==> src/rtl/noc_rx_depacketizer_pkg.sv <==
// Shared definitions for the NoC receive depacketizer: header field layout
// and receive FSM state encodings.
package noc_rx_depacketizer_pkg;

  localparam int unsigned NOC_DATA_W = 32;

  // Header flit field offsets
  localparam int unsigned SRC_X_LSB = 0;
  localparam int unsigned SRC_Y_LSB = 4;
  localparam int unsigned LEN_LSB   = 8;
  localparam int unsigned LEN_W     = 8;
  localparam int unsigned COORD_W   = 4;

  typedef enum logic [1:0] {
    IDLE = 2'd0,
    BODY = 2'd1,
    DROP = 2'd2
  } rx_state_e;

endpackage

==> src/rtl/noc_sync_fifo.sv <==
// Synchronous first-word-fall-through FIFO.
// Ports: clk/rst_n (async active-low), push_i/data_i write side,
// pop_i read side, data_o head entry, full_o/empty_o status,
// free_cnt_o number of unused entries.
module noc_sync_fifo #(
  parameter int unsigned WIDTH = 41,
  parameter int unsigned DEPTH = 4,
  localparam int unsigned CNT_W = $clog2(DEPTH + 1)
) (
  input  logic             clk,
  input  logic             rst_n,
  input  logic             push_i,
  input  logic [WIDTH-1:0] data_i,
  input  logic             pop_i,
  output logic [WIDTH-1:0] data_o,
  output logic             full_o,
  output logic             empty_o,
  output logic [CNT_W-1:0] free_cnt_o
);

  localparam int unsigned AW = $clog2(DEPTH);

  logic [WIDTH-1:0] mem_q [DEPTH];
  logic [AW-1:0]    wr_ptr_q;
  logic [AW-1:0]    rd_ptr_q;
  logic [CNT_W-1:0] cnt_q;
  logic             do_push;
  logic             do_pop;

  assign full_o     = (cnt_q == CNT_W'(DEPTH));
  assign empty_o    = (cnt_q == '0);
  assign free_cnt_o = CNT_W'(DEPTH) - cnt_q;
  assign data_o     = mem_q[rd_ptr_q];
  assign do_push    = push_i && !full_o;
  assign do_pop     = pop_i && !empty_o;

  // Storage is cleared on reset so the head reads zero while empty.
  always_ff @(posedge clk or negedge rst_n) begin
    if (!rst_n) begin
      for (int i = 0; i < int'(DEPTH); i++) mem_q[i] <= '0;
      wr_ptr_q <= '0;
      rd_ptr_q <= '0;
      cnt_q    <= '0;
    end else begin
      if (do_push) begin
        mem_q[wr_ptr_q] <= data_i;
        wr_ptr_q        <= wr_ptr_q + AW'(1);
      end
      if (do_pop) rd_ptr_q <= rd_ptr_q + AW'(1);
      cnt_q <= cnt_q + CNT_W'(do_push) - CNT_W'(do_pop);
    end
  end

endmodule

==> src/rtl/noc_rx_depacketizer.sv <==
// NoC receive depacketizer: decodes header flits, checks body length,
// buffers body flits tagged with source coordinates and streams them out.
// Ports: rx_* flit input from the bridge (rx_ready/rx_VCready flow control),
// pkt_* body-word stream to the core, err_pulse one-cycle protocol error.
module noc_rx_depacketizer
  import noc_rx_depacketizer_pkg::*;
#(
  parameter int unsigned DATA_W     = NOC_DATA_W,
  parameter int unsigned FIFO_DEPTH = 4
) (
  input  logic              noc_clk,
  input  logic              rst_n,
  input  logic              rx_valid,
  output logic              rx_ready,
  input  logic [DATA_W-1:0] rx_flit,
  output logic              rx_VCready,
  input  logic              rx_is_header,
  input  logic              rx_is_tail,
  output logic              pkt_valid,
  input  logic              pkt_ready,
  output logic [DATA_W-1:0] pkt_data,
  output logic              pkt_last,
  output logic [3:0]        pkt_src_x,
  output logic [3:0]        pkt_src_y,
  output logic              err_pulse
);

  localparam int unsigned ENTRY_W = DATA_W + 1 + 2 * COORD_W;
  localparam int unsigned CNT_W   = $clog2(FIFO_DEPTH + 1);
  localparam int unsigned FW      = CNT_W + 1;
  localparam int unsigned LW1     = LEN_W + 1;

  rx_state_e          state_q;
  logic [COORD_W-1:0] src_x_q;
  logic [COORD_W-1:0] src_y_q;
  logic [LEN_W-1:0]   len_q;
  logic [LEN_W-1:0]   body_cnt_q;
  logic               err_q;
  logic               vcready_q;

  logic               fifo_full;
  logic               fifo_empty;
  logic [CNT_W-1:0]   free_cnt;
  logic [ENTRY_W-1:0] head;
  logic [ENTRY_W-1:0] push_entry;
  logic               accept_c;
  logic               push_c;
  logic               pop_c;
  logic [FW-1:0]      free_next;
  logic               vcready_d;
  logic [LEN_W-1:0]   hdr_len;

  assign rx_ready   = !fifo_full;
  assign accept_c   = rx_valid && rx_ready;
  assign pop_c      = !fifo_empty && pkt_ready;
  assign push_c     = accept_c && (state_q == BODY) && !rx_is_header;
  assign push_entry = {rx_is_tail, src_y_q, src_x_q, rx_flit};
  assign hdr_len    = rx_flit[LEN_LSB +: LEN_W];

  // Credit hint looks at occupancy after this cycle's push/pop.
  assign free_next = FW'(free_cnt) + FW'(pop_c) - FW'(push_c);
  assign vcready_d = (free_next >= FW'(2));

  noc_sync_fifo #(
    .WIDTH (ENTRY_W),
    .DEPTH (FIFO_DEPTH)
  ) u_fifo (
    .clk        (noc_clk),
    .rst_n      (rst_n),
    .push_i     (push_c),
    .data_i     (push_entry),
    .pop_i      (pop_c),
    .data_o     (head),
    .full_o     (fifo_full),
    .empty_o    (fifo_empty),
    .free_cnt_o (free_cnt)
  );

  assign pkt_valid  = !fifo_empty;
  assign pkt_data   = head[DATA_W-1:0];
  assign pkt_src_x  = head[DATA_W +: COORD_W];
  assign pkt_src_y  = head[DATA_W + COORD_W +: COORD_W];
  assign pkt_last   = head[ENTRY_W-1];
  assign err_pulse  = err_q;
  assign rx_VCready = vcready_q;

  // Packet framing FSM; a header+tail flit is treated as a header.
  always_ff @(posedge noc_clk or negedge rst_n) begin
    if (!rst_n) begin
      state_q    <= IDLE;
      src_x_q    <= '0;
      src_y_q    <= '0;
      len_q      <= '0;
      body_cnt_q <= '0;
      err_q      <= 1'b0;
      vcready_q  <= 1'b0;
    end else begin
      err_q     <= 1'b0;
      vcready_q <= vcready_d;
      if (accept_c) begin
        case (state_q)
          IDLE: begin
            if (rx_is_header) begin
              if (rx_is_tail) begin
                if (hdr_len != '0) err_q <= 1'b1;
              end else begin
                src_x_q    <= rx_flit[SRC_X_LSB +: COORD_W];
                src_y_q    <= rx_flit[SRC_Y_LSB +: COORD_W];
                len_q      <= hdr_len;
                body_cnt_q <= '0;
                state_q    <= BODY;
              end
            end else begin
              err_q <= 1'b1;
              if (!rx_is_tail) state_q <= DROP;
            end
          end
          BODY: begin
            if (rx_is_header) begin
              err_q   <= 1'b1;
              state_q <= DROP;
            end else begin
              if (body_cnt_q != '1) body_cnt_q <= body_cnt_q + LEN_W'(1);
              if (rx_is_tail) begin
                if ((LW1'(body_cnt_q) + LW1'(1)) != LW1'(len_q)) err_q <= 1'b1;
                state_q <= IDLE;
              end
            end
          end
          DROP: begin
            if (rx_is_tail) state_q <= IDLE;
          end
          default: state_q <= IDLE;
        endcase
      end
    end
  end

endmodule

==> config.mk <==
export PLATFORM = sky130hd
export DESIGN_NAME = noc_rx_depacketizer
export DESIGN_NICKNAME = d
export VERILOG_FILES = /design/src/rtl/noc_rx_depacketizer_pkg.sv /design/src/rtl/noc_sync_fifo.sv /design/src/rtl/noc_rx_depacketizer.sv
export SDC_FILE = /design/constraint.sdc
export NUM_CORES = 1
export LEC_CHECK = 0
export CAP_MARGIN = 20
export CORE_ASPECT_RATIO = 0.6
export CORE_MARGIN = 2
export CORE_UTILIZATION = 39
export CTS_CLUSTER_SIZE = 10
export DETAILED_ROUTE_END_ITERATION = 10
export SLEW_MARGIN = 30
export SYNTH_ARGS = -nofsm -noshare
export SYNTH_HDL_FRONTEND = slang
export SYNTH_SLANG_ARGS = --single-unit
==> constraint.sdc <==
create_clock -name noc_clk -period 4.01 [get_ports noc_clk]
set_input_delay 0.6015 -clock noc_clk [delete_from_list [all_inputs] [get_ports noc_clk]]
set_output_delay 0.6015 -clock noc_clk [all_outputs]
set_load 0.05 [all_outputs]
# --- Word-level counts from Yosys, hierarchy flattened ---
# Index checks and enable logic that the tools add are counted.
totals:
  regBits: 199
  output_inout_bits: 45
op_classes:
  add_sub_neg: 9
  n_lt_le_gt_ge: 4
  n_eq_ne: 9
  muxes: 25
  bitwise_logic: 3
  n_reduce_logical: 17
op_table:
  columns: ["op", "count"]
  rows:
  - ["164-bit bitwise mux", 1]
  - ["41-bit two-way mux", 3]
  - ["41-bit binary-select mux with 2-bit select", 1]
  - ["41-bit demux with 2-bit select", 1]
  - ["8-bit two-way mux", 4]
  - ["8-bit one-hot mux with 2 select lines", 1]
  - ["2-bit two-way mux", 5]
  - ["8-bit by 1-bit adder with 9-bit output, second input constant", 1]
  - ["9-bit by 8-bit inequality test with 1-bit output", 1]
  - ["8-bit by 1-bit adder with 8-bit output, second input constant", 1]
  - ["8-bit inequality test, second input constant", 1]
  - ["8-bit nonzero test", 1]
  - ["1-bit logical AND", 7]
  - ["1-bit two-way mux", 7]
  - ["3-bit >= comparator, second input constant", 2]
  - ["2-bit inequality test, second input constant", 3]
  - ["2-bit inverter with 3-bit output", 2]
  - ["2-bit one-hot mux with 3 select lines", 1]
  - ["6-bit AND reduction", 1]
  - ["2-bit by 1-bit adder with 2-bit output, second input constant", 2]
  - ["3-bit by 1-bit adder with 4-bit output", 1]
  - ["4-bit by 2-bit >= comparator with 1-bit output, second input constant", 1]
  - ["4-bit AND reduction", 1]
  - ["4-bit by 1-bit subtractor with 4-bit output", 1]
  - ["15 further kinds", 17]

# --- Logic depth before layout (Yosys ltp) ---
logic_depth:
  word_depth: 8
  depth_mapped: 15
  ltp_nobuf: 14

# --- Hierarchy ---
# From an unflattened synthesis, not the netlist that was laid out.
hier_totals:
  cells_unflattened: 591
  hier_area_um2: 9334.0
modules_own_cells:
  columns: ["mod", "instances", "cells_each", "area_per_inst_um2"]
  rows:
  - ["noc_sync_fifo", 1, 435, 7733.7]
  - ["noc_rx_depacketizer", 1, 156, 1600.3]

# --- Least setup slack after synthesis ---
# Ideal clock, no wire load.
synth_timing:
  kind: "reg2reg"
  startpoint: "register u_fifo.cnt_q[1]"
  endpoint: "register vcready_q, in the netlist rx_VCready"
  setup_time_ns: 0.124
  t_arrival_ns: 2.743
  t_required_ns: 3.886
  setup_slack_ns: 1.143
  path_stages_with_launch: 15
  period_less_slack_ns: 2.867
  cell_sequence: "dfrtp_1 -> inv_1 -> ha_1 -> ha_1 -> nand2b_1 -> clkbuf_1 -> or3_4 -> inv_1 -> ha_1 -> inv_1 -> ha_1 -> fa_1 -> xnor2_1 -> a21oi_1 -> a211o_1"
synth_via:
  elab_chain_len: 7
synth_lines:
  columns: ["item", "line", "text"]
  rows:
  - ["start, declared", "noc_sync_fifo.sv:26", "logic [CNT_W-1:0] cnt_q;"]
  - ["start signal, assigned", "noc_sync_fifo.sv:50", "cnt_q <= cnt_q + CNT_W'(do_push) - CNT_W'(do_pop);"]
  - ["branches (longest 5 deep; another with 3-bit by 1-bit adder with 4-bit output)", null, null]
  - ["4-bit by 1-bit subtractor with 4-bit output (*)", "noc_rx_depacketizer.sv:61", "assign free_next = FW'(free_cnt) + FW'(pop_c) - FW'(push_c);"]
  - ["4-bit by 2-bit >= comparator with 1-bit output (*)", "noc_rx_depacketizer.sv:62", "assign vcready_d = (free_next >= FW'(2));"]
  - ["via vcready_d", "noc_rx_depacketizer.sv:50", "logic vcready_d;"]
  - ["end signal, assigned", "noc_rx_depacketizer.sv:99", "vcready_q <= vcready_d;"]
  - ["end, declared", "noc_rx_depacketizer.sv:39", "logic vcready_q;"]
# Mark *: on every way through the listed nets, which the timed path passes.
# A chain may end at the register's enable or synchronous reset.

# --- Worst setup path after layout ---
layout_timing:
  startpoint: "register u_fifo.rd_ptr_q[0]"
  endpoint: "output port pkt_data[20]"
layout_via:
  elab_chain_len: 4
layout_lines:
  columns: ["item", "line", "text"]
  rows:
  - ["start, declared", "noc_sync_fifo.sv:25", "logic [AW-1:0] rd_ptr_q;"]
  - ["start signal, assigned", "noc_sync_fifo.sv:49", "if (do_pop) rd_ptr_q <= rd_ptr_q + AW'(1);"]
  - ["2-bit inverter with 3-bit output (not written as such)", "noc_sync_fifo.sv:33", "assign data_o = mem_q[rd_ptr_q];"]
  - ["41-bit binary-select mux with 2-bit select", "noc_sync_fifo.sv:33", null]
  - ["41-bit two-way mux (not written as such) (2 in a row)", "noc_sync_fifo.sv:33", null]
  - ["end, declared", "noc_rx_depacketizer.sv:21", "output logic [DATA_W-1:0] pkt_data,"]
# Every way passes these cells. The select of a mux whose other input is x is not followed.

==> out/results.md <==
## Setup path
* flip-flop to output pin — worst setup path class
* u_fifo.rd_ptr_q[0]$_DFFE_PN0P_ — source of the critical timing path
* 2.90 ns — arrival time reported for the critical path endpoint
* output pin — kind of end point of the critical path
* 27 — Worst Path Max Fanout
* flip-flop — startpoint type of the worst setup path
* u_fifo.cnt_q[1]$_DFF_PN0_ — FF-to-FF Start
* 3.41 ns — WP data required

## Route
* 5.29 — ratio of routed vias to standard cells
* 20.6 mm — wirelength, routed
* 250 — First DRT Iteration DRCs
* 0 — number of nets with antenna violations after routing
* 0 — Remaining DRCs
* 4 — length of the first detailed-routing pass in iterations
* 5,361 — routed via count
* 20.3 um — routed len/inst

## Placement
* 13.0 mm — half-perimeter wire length after detailed placement
* 983 — number of instances in the placed design
* 82 — buffers added on ports
* 0.830 — weighted congestion reported at the end of routability-driven placement
* 0.803 ns — pre-CTS setup slack

## Finish
* 1,013 — non-filler instance count after layout
* 16.9% — area delta synth->final
* 2,093 — final-layout fill cell count
* 0 — Antenna Cells
* 38.6% — proportion of layout cells with a drive suffix above 1
* 734 — count of nets after finishing

## Power and ir drop
* 761 nW/um^2 — PD cells
* 0.000425 V — Worst VDD drop
* 19.3% — relative contribution of the clock network to total power
* 36.6% — switch share
* 5.43 mW — total internal power
* 5.46 nW — leakage dissipation
* 3.13 mW — switching component of the power
* 38.3% — Sequential Power Share
* 42.4% — Gate power share

## Synth
* sky130_fd_sc_hd__dfrtp_1 52%, sky130_fd_sc_hd__mux2_4 19%, sky130_fd_sc_hd__mux4_2 9.6% — leading cell types by total area after synthesis
* sky130_fd_sc_hd__dfrtp_1 — cell taking the most area after synthesis
* 0 — number of warnings issued by yosys
* 9620 sq um — Syn Std Cell Area
* 51.8% — portion of the post-synthesis area used by sequential elements
* 0 — number of synthesized flops with an enable pin
* 51.8% — fraction of post-synthesis cell area in the top cell type by area
* 660 — Post-Syn Nets
* 100% — proportion of synthesized flip-flops having asynchronous set or reset
* sky130_fd_sc_hd__dfrtp_1 — ys flop type
* 199 — number of storage elements in the synthesis netlist
* 43 — number of distinct library cells after synthesis
* 15.9 sq um — per-instance average area after synthesis
* 606 — Syn Inst Count

## Floorplan
* 83 — Top Ports
* 44 — row cnt
* 39.7% — initial standard-cell utilization of the core
* 207 um — Die Wd
* 126 um — Die Y
* 24,200 sq um — area of the placeable core
* 26,000 sq um — area of the die

## Outcome
* complete, no violations — run status

## GRT
* 5,767 — via count of the first global-routing pass
* 0 — antenna violations before repair
* 17.0% — overall routing resource usage
* 135 — pin count of the biggest net entering global routing
* 33.4 mm — global-route wire length before repair
* 0 — remaining global-route overflow

## Clock network
* sky130_fd_sc_hd__clkbuf_16 — root buffer cell
* 4 — maximum level of the CTS H-tree
* 17 — CTS buffer count
* 2 — CTS Buffer Depth
* done — CTS tree
* 0 — hold-fix buffers at CTS
* 0 — post-cts gate resize count
* 0.07 ns — Reg clk slew, reported paths
* 0 — post-CTS setup repair buffer count
* 199 — Clock Sinks
* 0.44 ns — Clock Latency Late Sink

## Flow run
* 0 — count of max-cap constraint violations

## Timing
* 0.506 ns — final worst slack
* 0 — Final setup violation count
* 0 — final number of hold-violating endpoints
* false — RSZ-0062 raised after global routing
* 3.50 ns — post-route minimum period
* 87.4% — final cycle utilization of the critical path
* 0 ns — Fin Setup TNS
* 0.988 ns — Worst Max-Slew Pin Slew
* 285 MHz — highest achievable clock rate
* 34.1% — worst max-slew margin expressed relative to the limit
* 0.00917 ns — clock skew after layout
* 0 — Slew Limit Fails

## Hold path
* input pin to asynchronous set/reset pin — path type of the worst min-delay path

## worst max-delay path: stages (launching register included)
cell,delay (ns)
sky130_fd_sc_hd__dfrtp_4,0.80
sky130_fd_sc_hd__buf_4,0.36
sky130_fd_sc_hd__mux4_2,0.57
sky130_fd_sc_hd__clkdlybuf4s50_1,0.72
## power groups by stage
stage | Clock (mW) | Sequential, mW | Combinational, mW
5_1_grt | 1.78 | 3.38 | 3.87
6_report | 1.65 | 3.27 | 3.63
4_1_cts | 1.70 | 3.28 | 3.67
3_5_place_dp | 0 | 3.31 | 3.65
2_1_floorplan | 0 | 3.02 | 2.85
3_3_place_gp | 0 | 3.24 | 3.56
## Yosys cell counts, types with 4 or more instances
cell type / instances
sky130_fd_sc_hd__a21oi_1: 4
sky130_fd_sc_hd__buf_2: 12
sky130_fd_sc_hd__buf_6: 12
sky130_fd_sc_hd__clkbuf_1: 8
sky130_fd_sc_hd__dfrtp_1: 199
sky130_fd_sc_hd__ha_1: 14
sky130_fd_sc_hd__inv_1: 20
sky130_fd_sc_hd__mux2_2: 60
sky130_fd_sc_hd__mux2_4: 120
sky130_fd_sc_hd__mux4_2: 41
sky130_fd_sc_hd__nand2_1: 17
sky130_fd_sc_hd__nand2b_1: 4
sky130_fd_sc_hd__nand3_1: 6
sky130_fd_sc_hd__nor2_1: 11
sky130_fd_sc_hd__nor3_1: 4
sky130_fd_sc_hd__o21ai_0: 18
sky130_fd_sc_hd__o31ai_1: 4
sky130_fd_sc_hd__xnor2_1: 7
sky130_fd_sc_hd__xor2_1: 5
## per-layer routing
layer  wire length (um)  vias to the layer above  track usage, %
met1               9840                     2864            24.3
met3                984                       16            4.37
met2               9530                      118            25.8
met5                  0                        -               0
met4                224                        0            4.96
li1                   -                     2363               -
## stage by stage
| stage | hold slack [ns] | util, % | power, mW | cell area, sq um |
|---|---|---|---|---|
| after floorplan | 0.306 | - | 5.87 | 9620 |
| after global placement | 0.482 | 44.0 | 6.80 | 10700 |
| after detailed placement | 0.490 | 44.1 | 6.96 | 10700 |
| after CTS | 0.180 | 46.4 | 8.65 | 11200 |
| after global routing | 0.177 | 46.4 | 9.03 | 11200 |
| final | 0.105 | 46.4 | 8.56 | 11200 |
## sequential cells by signal (all words and copies together) (netlist names)
signal and flops:
u_fifo.mem_q 164, state_q 2, rx_VCready 1, src_y_q 4, src_x_q 4, len_q 8, err_pulse 1, u_fifo.wr_ptr_q 2
u_fifo.rd_ptr_q 2, u_fifo.cnt_q 3, body_cnt_q 8
## cell families (layout without fill, tap and decap cells)
group                      after synthesis  count (layout)  share of synthesized area [%]
DFF                                    199             199                           51.8
buffers and inverters                   55             140                           3.42
muxes                                  221             221                           35.3
and+or+nand+nor                         59              59                           3.21
AOI/OAI and AO/OA                       44              44                           2.93
xor gates and xnor gates                12              12                           1.09
adders and majority gates               16              16                           2.24
## worst paths after layout
check	end	slack [ns]	depth (start not counted)
worst max-delay path	pkt_data[20]	0.51	3
worst min-delay path	rx_VCready$_DFF_PN0_	0.10	1
worst max register to register	rx_VCready$_DFF_PN0_	0.93	13
worst min register to register	u_fifo.mem_q[26]$_DFFE_PN0P_	0.50	1
max in group asynchronous	u_fifo.mem_q[126]$_DFFE_PN0P_	2.93	2
min in group noc_clk	u_fifo.mem_q[26]$_DFFE_PN0P_	0.50	1
## placed cells by master (no fill, tap or decap), types with 4 or more instances in the layout
cell type                         instances
sky130_fd_sc_hd__xnor2_1                  7
sky130_fd_sc_hd__clkdlybuf4s50_1         81
sky130_fd_sc_hd__mux2_4                 120
sky130_fd_sc_hd__nand3_1                  6
sky130_fd_sc_hd__mux4_2                  41
sky130_fd_sc_hd__inv_1                   20
sky130_fd_sc_hd__mux2_2                  60
sky130_fd_sc_hd__nor2_1                  11
sky130_fd_sc_hd__xor2_1                   5
sky130_fd_sc_hd__o31ai_1                  4
sky130_fd_sc_hd__nand2_1                 15
sky130_fd_sc_hd__a21oi_1                  4
sky130_fd_sc_hd__clkbuf_16               18
sky130_fd_sc_hd__clkbuf_8                 4
sky130_fd_sc_hd__nand2b_1                 4
sky130_fd_sc_hd__ha_1                    14
sky130_fd_sc_hd__buf_4                    6
sky130_fd_sc_hd__dfrtp_1                197
sky130_fd_sc_hd__o21ai_0                 18
sky130_fd_sc_hd__nor3_1                   4
## layout make-up
cell class	instances	area, sq um	area share, %
clock buffer	23	488	4.34
multi-input combinational	352	4320	38.4
sequential	199	4980	44.3
inverter	21	78.8	0.701
clock inverter	7	70.1	0.623
tap	322	403	3.58
timing repair buffer	89	901	8.01
Power figures use the tool's default switching activity.
